## src/rtl/mem_pkg.sv

```systemverilog
// rtl/mem_pkg.sv - shared encodings, request record and helpers for the memory-access stage
package mem_pkg;

    localparam logic [2:0] MRT_WORD  = 3'd0;
    localparam logic [2:0] MRT_HALF  = 3'd1;
    localparam logic [2:0] MRT_HALFU = 3'd2;
    localparam logic [2:0] MRT_BYTE  = 3'd3;
    localparam logic [2:0] MRT_BYTEU = 3'd4;

    localparam logic [3:0] EXC_NONE = 4'd0;
    localparam logic [3:0] EXC_ADEL = 4'd4;
    localparam logic [3:0] EXC_ADES = 4'd5;

    localparam logic [1:0] SIZE_BYTE = 2'd0;
    localparam logic [1:0] SIZE_HALF = 2'd1;
    localparam logic [1:0] SIZE_WORD = 2'd2;

    typedef enum logic [2:0] {
        ST_IDLE   = 3'd0,
        ST_REQ    = 3'd1,
        ST_WAIT   = 3'd2,
        ST_HOLD   = 3'd3,
        ST_CANCEL = 3'd4
    } mem_state_t;

    // Everything the cache sees for one request, plus the load type needed
    // later to extend the response.
    typedef struct packed {
        logic        wr;
        logic [1:0]  size;
        logic [2:0]  rtype;
        logic [31:0] addr;
        logic [31:0] wdata;
        logic [3:0]  wstrb;
    } mem_req_t;

    function automatic logic is_misaligned(input logic [2:0] rtype, input logic [1:0] offset);
        logic mis;
        mis = 1'b0;
        case (rtype)
            MRT_WORD:            mis = (offset != 2'b00);
            MRT_HALF, MRT_HALFU: mis = offset[0];
            default:             mis = 1'b0;
        endcase
        return mis;
    endfunction

    // Byte and halfword stores replicate the datum on every lane so the strobes
    // alone pick the destination bytes.
    function automatic mem_req_t build_req(input logic wr, input logic [2:0] rtype,
                                           input logic [31:0] addr, input logic [31:0] wdata);
        mem_req_t r;
        r.wr    = wr;
        r.rtype = rtype;
        r.addr  = addr;
        r.wdata = wdata;
        r.size  = SIZE_WORD;
        r.wstrb = 4'b1111;
        case (rtype)
            MRT_HALF, MRT_HALFU: begin
                r.size  = SIZE_HALF;
                r.wdata = {2{wdata[15:0]}};
                r.wstrb = addr[1] ? 4'b1100 : 4'b0011;
            end
            MRT_BYTE, MRT_BYTEU: begin
                r.size  = SIZE_BYTE;
                r.wdata = {4{wdata[7:0]}};
                r.wstrb = 4'b0001 << addr[1:0];
            end
            default: begin
                r.size = SIZE_WORD;
                r.addr = {addr[31:2], 2'b00};
            end
        endcase
        if (!wr) begin
            r.wstrb = 4'b0000;
        end
        return r;
    endfunction

endpackage

```

## src/rtl/load_extend.sv

```systemverilog
// rtl/load_extend.sv - lane select and sign/zero extension of cache read data
module load_extend
    import mem_pkg::*;
(
    input  logic [31:0] rdata,
    input  logic [1:0]  offset,
    input  logic [2:0]  rtype,
    output logic [31:0] data
);

    logic [15:0] half_lane;
    logic [7:0]  byte_lane;

    // Pick the addressed halfword and byte lanes (little-endian).
    always_comb begin
        half_lane = offset[1] ? rdata[31:16] : rdata[15:0];
        byte_lane = rdata[7:0];
        case (offset)
            2'd0:    byte_lane = rdata[7:0];
            2'd1:    byte_lane = rdata[15:8];
            2'd2:    byte_lane = rdata[23:16];
            default: byte_lane = rdata[31:24];
        endcase
    end

    // Extend the selected lane according to the access type.
    always_comb begin
        data = rdata;
        case (rtype)
            MRT_HALF:  data = {{16{half_lane[15]}}, half_lane};
            MRT_HALFU: data = {16'h0000, half_lane};
            MRT_BYTE:  data = {{24{byte_lane[7]}}, byte_lane};
            MRT_BYTEU: data = {24'h000000, byte_lane};
            default:   data = rdata;
        endcase
    end

endmodule

```

## src/rtl/mem_access_stage.sv

```systemverilog
// rtl/mem_access_stage.sv - memory-access pipeline stage driving the data-cache handshake
module mem_access_stage
    import mem_pkg::*;
(
    input  logic        clk,
    input  logic        rst,
    input  logic        valid_i,
    input  logic        MemRead_i,
    input  logic        MemWrite_i,
    input  logic [2:0]  MemReadType_i,
    input  logic [31:0] addr_i,
    input  logic [31:0] wdata_i,
    input  logic [3:0]  exception_i,
    input  logic        flush,
    input  logic        pipe_stall,
    output logic        stall_o,
    output logic [31:0] load_data,
    output logic [3:0]  exception_o,
    output logic [31:0] bad_vaddr,
    output logic        d_req,
    output logic        d_wr,
    output logic [1:0]  d_size,
    output logic [31:0] d_addr,
    output logic [31:0] d_wdata,
    output logic [3:0]  d_wstrb,
    input  logic        d_addr_ok,
    input  logic        d_data_ok,
    input  logic [31:0] d_rdata
);

    mem_state_t  state_q, state_n;
    mem_req_t    req_q, req_live, req_out;
    logic        flush_seen_q;
    logic [31:0] held_q;
    logic [31:0] ext_data;
    logic        mem_op, misaligned, access;

    assign mem_op     = MemRead_i | MemWrite_i;
    assign misaligned = mem_op & is_misaligned(MemReadType_i, addr_i[1:0]);
    assign access     = valid_i & mem_op & (exception_i == EXC_NONE) & ~misaligned & ~flush;
    assign req_live   = build_req(MemWrite_i & ~MemRead_i, MemReadType_i, addr_i, wdata_i);

    // Extension always works from the latched request, never the live inputs.
    load_extend u_load_extend (
        .rdata  (d_rdata),
        .offset (req_q.addr[1:0]),
        .rtype  (req_q.rtype),
        .data   (ext_data)
    );

    // Upstream exceptions win; otherwise flag misaligned loads/stores with the faulting address.
    always_comb begin
        exception_o = EXC_NONE;
        bad_vaddr   = 32'h0;
        if (valid_i && !flush) begin
            if (exception_i != EXC_NONE) begin
                exception_o = exception_i;
            end else if (misaligned) begin
                exception_o = MemRead_i ? EXC_ADEL : EXC_ADES;
                bad_vaddr   = addr_i;
            end
        end
    end

    // State, latched request, pending-flush flag and held load result.
    always_ff @(posedge clk) begin
        if (rst) begin
            state_q      <= ST_IDLE;
            req_q        <= '0;
            flush_seen_q <= 1'b0;
            held_q       <= 32'h0;
        end else begin
            state_q <= state_n;
            if (state_q == ST_IDLE && access) begin
                req_q <= req_live;
            end
            if (state_q == ST_IDLE) begin
                flush_seen_q <= 1'b0;
            end else if (state_q == ST_REQ && flush) begin
                flush_seen_q <= 1'b1;
            end
            if (state_q == ST_WAIT && d_data_ok) begin
                held_q <= ext_data;
            end
        end
    end

    // Next state and handshake/stall/result outputs.
    always_comb begin
        state_n   = state_q;
        d_req     = 1'b0;
        stall_o   = 1'b0;
        load_data = 32'h0;
        req_out   = req_q;
        case (state_q)
            ST_IDLE: begin
                req_out = req_live;
                if (access) begin
                    d_req   = 1'b1;
                    stall_o = 1'b1;
                    state_n = d_addr_ok ? ST_WAIT : ST_REQ;
                end
            end
            ST_REQ: begin
                d_req   = 1'b1;
                stall_o = 1'b1;
                if (d_addr_ok) begin
                    state_n = (flush_seen_q || flush) ? ST_CANCEL : ST_WAIT;
                end
            end
            ST_WAIT: begin
                if (d_data_ok) begin
                    if (flush) begin
                        state_n = ST_IDLE;
                    end else begin
                        load_data = ext_data;
                        state_n   = pipe_stall ? ST_HOLD : ST_IDLE;
                    end
                end else begin
                    stall_o = 1'b1;
                    if (flush) begin
                        state_n = ST_CANCEL;
                    end
                end
            end
            ST_HOLD: begin
                load_data = held_q;
                if (flush || !pipe_stall) begin
                    state_n = ST_IDLE;
                end
            end
            ST_CANCEL: begin
                stall_o = 1'b1;
                if (d_data_ok) begin
                    state_n = ST_IDLE;
                end
            end
            default: begin
                state_n = ST_IDLE;
            end
        endcase
    end

    assign d_wr    = req_out.wr;
    assign d_size  = req_out.size;
    assign d_addr  = req_out.addr;
    assign d_wdata = req_out.wdata;
    assign d_wstrb = req_out.wstrb;

endmodule

```

## config.mk

```make
export PLATFORM = sky130hd
export DESIGN_NAME = mem_access_stage
export DESIGN_NICKNAME = d
export VERILOG_FILES = /design/src/rtl/mem_pkg.sv /design/src/rtl/load_extend.sv /design/src/rtl/mem_access_stage.sv
export SDC_FILE = /design/constraint.sdc
export NUM_CORES = 1
export LEC_CHECK = 0
export CAP_MARGIN = 20
export CELL_PAD_IN_SITES_DETAIL_PLACEMENT = 0
export CELL_PAD_IN_SITES_GLOBAL_PLACEMENT = 1
export CORE_MARGIN = 3
export CORE_UTILIZATION = 30
export DETAILED_ROUTE_END_ITERATION = 10
export GPL_TIMING_DRIVEN = 0
export PLACE_DENSITY_LB_ADDON = 0.08
export SLEW_MARGIN = 0
export SYNTH_ARGS = -nofsm -noshare
export SYNTH_HDL_FRONTEND = slang
export SYNTH_SLANG_ARGS = --single-unit
export TNS_END_PERCENT = 100
```

## constraint.sdc

```tcl
create_clock -name clk -period 2.7 [get_ports clk]
set_clock_uncertainty 0.1 [all_clocks]
set_input_delay 0.405 -clock clk [delete_from_list [all_inputs] [get_ports clk]]
set_output_delay 0.405 -clock clk [all_outputs]
set_load 0.03 [all_outputs]
```

# Yosys cells after proc, flatten, opt, wreduce, memory -nomap -nowiden
# Cells that the tools add are included.
# classes
n_reduce_logical,20
n_eq_ne,19
bitwise,10
n_mux,35
n_shift,1
# ops
op,count
$mux W32,5
$pmux W32 S4,1
$mux W74,1
$pmux W36 S2,1
$pmux W32 S2,1
$mux W3,8
$pmux W8 S3,1
$eq A3 B2 Y1 const B,6
$mux W16,1
$mux W4,4
$pmux W3 S5,1
$eq A3 B1 Y1 const B,3
$eq A3 B3 Y1 const B,3
$mux W2,4
$ne A2 B2 Y1 const B,4
$reduce_or A2 Y1,4
$and A1 B1 Y1,6
$logic_not A3 Y1,2
$reduce_and A5 Y1,1
$logic_and A1 B1 Y1,4
$logic_not A4 Y1,1
$pmux W1 S2,2
$pmux W2 S2,1
$reduce_bool A4 Y1,1
13 further kinds,19
# totals
out_inout_bits,141
regBits,110

# Depth between registers and ports, before layout
# Gate-level depths: netlist of the first run.
# depth
ltp_word,9
depth_mapped,9

# Hierarchy
# From an unflattened synthesis of the first run, not the netlist that was laid out.
# unflattened
cells_unflattened,978
area_unflattened_um2,7061.8
# by_module_without_submodules
mod,n_inst,cells_per_inst,seq_area_each_um2,area_per_inst_um2
mem_access_stage,1,827,2202.1,5920.7
load_extend,1,151,0.0,1141.1

# Worst setup path after synthesis of the first run
# OpenSTA, ideal clock, no wires.
# synth_path
path_type,reg2out
from,register state_q[2]
to,output load_data[22]
path_slack_ns,-0.306
path_stages_with_launch,10
t_arrival_ns,2.501
n_path_buf,5
cell_sequence,dfxtp_1 -> clkbuf_1 -> nor4bb_1 -> buf_2 -> nand2b_1 -> clkbuf_1 -> or3_1 -> clkbuf_1 -> clkbuf_1 -> o21ai_0
# synth_between
elab_chain_cells,2
# synth_lines
item,line_no,source
from (decl),mem_access_stage.sv:31,"mem_state_t state_q, state_n;"
from (signal assigned),mem_access_stage.sv:73,state_q <= state_n;
$eq A3 B2 Y1,mem_access_stage.sv:95,case (state_q)
$pmux W32 S2 *,mem_access_stage.sv:95,
to (decl),mem_access_stage.sv:17,"output logic [31:0] load_data,"
# Every way passes the cells marked *; elsewhere a longest branch is shown, timed or not.

# Final worst setup path of the first run
# layout_path
from,register state_q[2]
to,output load_data[21]
# Same word-level chain as after synthesis.

==> results of run 1 <==
==> layer usage <==
| layer | up-vias | routed length, µm | GRT usage, % |
|---|---|---|---|
| met4 | 2 | 247 | 3.61 |
| met1 | 3635 | 12800 | 30.8 |
| met3 | 17 | 1840 | 6.40 |
| met5 | - | 13 | 0 |
| met2 | 231 | 12700 | 35.6 |
| li1 | 3841 | - | - |
==> placed cells by master (no fill, tap or decap), types with 15 or more instances in the layout <==
cell type	n
a211oi_1	24
clkdlybuf4s15_2	61
nand2_1	295
clkbuf_1	16
a21oi_1	69
o21ai_0	51
dfxtp_1	103
buf_6	41
mux2i_1	15
buf_4	29
a22o_1	15
nor2_1	90
clkdlybuf4s50_1	98
and2_4	30
dlygate4sd2_1	16
clkbuf_4	15
buf_2	33
==> sequential cells by signal, indices dropped and copies added, names as in the netlist <==
signal,flops
state_q,3
held_q,32
flush_seen_q,1
req_q,74
==> power groups by stage <==
stage               clock (µW)  combinational (µW)  sequential [µW]
floorplan                    0                 431             1670
global placement             0                 916             1670
detailed placement           0                 914             1670
CTS                       1570                 901             1630
global route              1620                 973             1630
finish                    1520                 917             1630
==> kinds of logic (layout without fill, tap and decap cells) <==
family          count (synthesis)  in the layout
simple gates                  494            494
compound gates                252            252
flops                         110            110
buf+inv                        81            357
mux                            20             20
xor+xnor                        5              5
==> cell type report <==
type                    instances  area share [%]
plain buffers                  65            4.35
flip-flops and latches        110            21.2
well taps                     275            3.28
repair buffers                273            25.7
inverters                       3           0.107
multi-input cells             771            42.2
clock buffers                   9            2.15
clock inverters                 7            1.00
==> timing repair <==
action / in CTS / in global routing
hold endpoints to repair: 0 / 0
setup buffers: 13 / 6
pin swaps: 22 / 5
setup endpoints to repair: 187 / 115
resized for setup: 758 / 119
cloned: 3 / 1
==> tightest hold or removal path: stages <==
cell     delay, ns
buf_2         0.17
a21oi_1       0.14
nor3_1        0.05
==> stage by stage <==
step,std cells,hold slack (ns)
after floorplan,962,0.325
after global placement,1487,0.333
after detailed placement,1487,0.341
after CTS,1508,0.337
after global routing,1513,0.352
final,1513,0.340
==> path summary, 6_finish.rpt <==
check / startpoint / end
max: state_q[2] / load_data[21]
min: flush / flush_seen_q
max reg2reg: state_q[1] / held_q[23]
min reg2reg: held_q[16] / held_q[16]
==> metrics.txt, run 1 <==
area grow syn2layout 61.4%; Final Util slightly below 50%; most common cell in the synthesized netlist nand2_1; Fin. Hold Viols 0; Comb power frac 22.6%; routability cong. between 0.8 and 0.9; post-synthesis xor/xnor area fraction 0.674%; maximum VDD drop roughly 0.27 mV; Floorplan Core Area between 20000 and 25000 µm²; setup TNS 0 ns; Pleak about 0.004 µW; net switching power between 1000 and 1500 µW; final worst setup slack around 0.021 ns; HPWL Detailed roughly 20000 µm; post-route cell area 10500 µm²; Total GRT Usage between 20% and 30%; CTS Buffer Depth 2; Critical Path, Cell by Cell nor4bb_2 -> buf_4 -> nand2b_4 -> or3_4 -> clkbuf_16 -> o21ai_2 -> buf_6; global-route wire length before repair 42300 µm; initial antenna violation count 1; Final Critical Period around 2.7 ns; Max Clock Freq between 300 and 400 MHz; Unique masters post-synth between 50 and 60; register bit total from synthesis 110; Crit Path Class flop to output port; worst-case reg-to-reg path depth 7; fin. max-slew vios 0; Seq pwr share 40.1%; Worst Path Max Fanout 8; Starting DRT DRC Count between 400 and 500; Tcrit/Tclk final approximately 100%; drt total wl roughly 28000 µm; RSZ-0062 raised after global routing true; Initial Util between 30 and 40%; Crit path buffers/inverters 3; Async S/R FF share, synth 0%; WL/cell between 15 and 20 µm; Yosys warning total 0; total power 4060 µW; final routed DRC violation total 0; slew at the pin with the worst max-slew slack 0.831 ns; WP data required 2.19 ns; drt first pass iters 4; Critical Path Max Stage Delay between 0.4 and 0.5 ns; Net Sw Frac a little under a third; main combinational cell family by area after synthesis simple AND/OR/NAND/NOR gates; largest net degree at the start of global routing 20; Die X 153 µm; cell area after placement between 9000 and 10000 µm²; Storage cell area around 2200 µm²; Synth top area share between 30% and 40%; adder-cell share of the synthesized area 0%; syn_area_per_cell between 6 and 7 µm²; crit path max-delay cell type or3_4; Synth Area in Compound Gates about a quarter; Syn Std Cell Area ~6500 µm²; layout cell share with drive strength beyond 1 a little over a quarter; Critical Path AT 2.17 ns; Hold Buf Count CTS 0; WP depth 7; Synth Instances between 900 and 1000; Slew Limit Headroom roughly 44%; fraction of the mapped netlist area in simple logic gates about a third; Synthesized Nets between 1000 and 1500; Seq/Total Area, Yosys between 30% and 40%; vias after detailed routing between 7000 and 8000; Layout Nets ~1300; Clock Power Share a little under two fifths; CP Launch Type flop; post-synthesis mux area share 3.10%; Antenna Cells 0; DIE AREA roughly 23000 µm²; Crit. End Element output port; antenna viol nets, final 0; grt ovf 0; TritonCTS clock tree yes; status complete, no violations; min-delay worst type input pin to flop; predominant post-synthesis flop cell dfxtp_1; Post-synth EDFFs 0; fill cell count approximately 2200; final setup violating endpoints 0; Cell Pwr Density between 300 and 400 nW/µm²; Power Internal around 2800 µW; Worst-Skew Late Latency roughly 0.36 ns; Num Clock Sinks 110; IO buf count 250; area of the multi-input gates between 4000 and 5000 µm²; area leader, netlist dfxtp_1; Die Height around 150 µm; Ports ~250; CP delay by family, top simple AND/OR/NAND/NOR gates; max cap viols 0; number of global-route vias before repair 7493; R2R setup slack 0.20 ns; WHS Path Cells 3; Rows 53; Vias/cell between 5 and 6; pre-CTS setup slack -1.49 ns; synth top area cells dfxtp_1 (34%), nand2_1 (17%), nor2_1 (5.7%); Post-synth top cells nand2_1 (296), dfxtp_1 (110), nor2_1 (98); Num CTS Buffers 9; H-tree depth 3; Worst-path clk slew 0.08 ns; Root Driver clkbuf_16
(Power assumes the default switching activity.)
==> inputs of run 2 (changes only) <==
--- a/config.mk
+++ b/config.mk
@@ -10,6 +10,7 @@
 export CELL_PAD_IN_SITES_GLOBAL_PLACEMENT = 1
 export CORE_MARGIN = 3
 export CORE_UTILIZATION = 30
+export CTS_CLUSTER_SIZE = 20
 export DETAILED_ROUTE_END_ITERATION = 10
 export GPL_TIMING_DRIVEN = 0
 export PLACE_DENSITY_LB_ADDON = 0.08
==> results of run 2 <==
Final layout, timing and power as in run 1 (identical DEF).
==> inputs of run 3 (changes only) <==
--- a/config.mk
+++ b/config.mk
@@ -12,6 +12,7 @@
 export CORE_UTILIZATION = 30
 export CTS_CLUSTER_SIZE = 20
 export DETAILED_ROUTE_END_ITERATION = 10
+export GPL_ROUTABILITY_DRIVEN = 0
 export GPL_TIMING_DRIVEN = 0
 export PLACE_DENSITY_LB_ADDON = 0.08
 export SLEW_MARGIN = 0
==> results of run 3 <==
Final layout, timing and power as in run 1 (identical DEF).
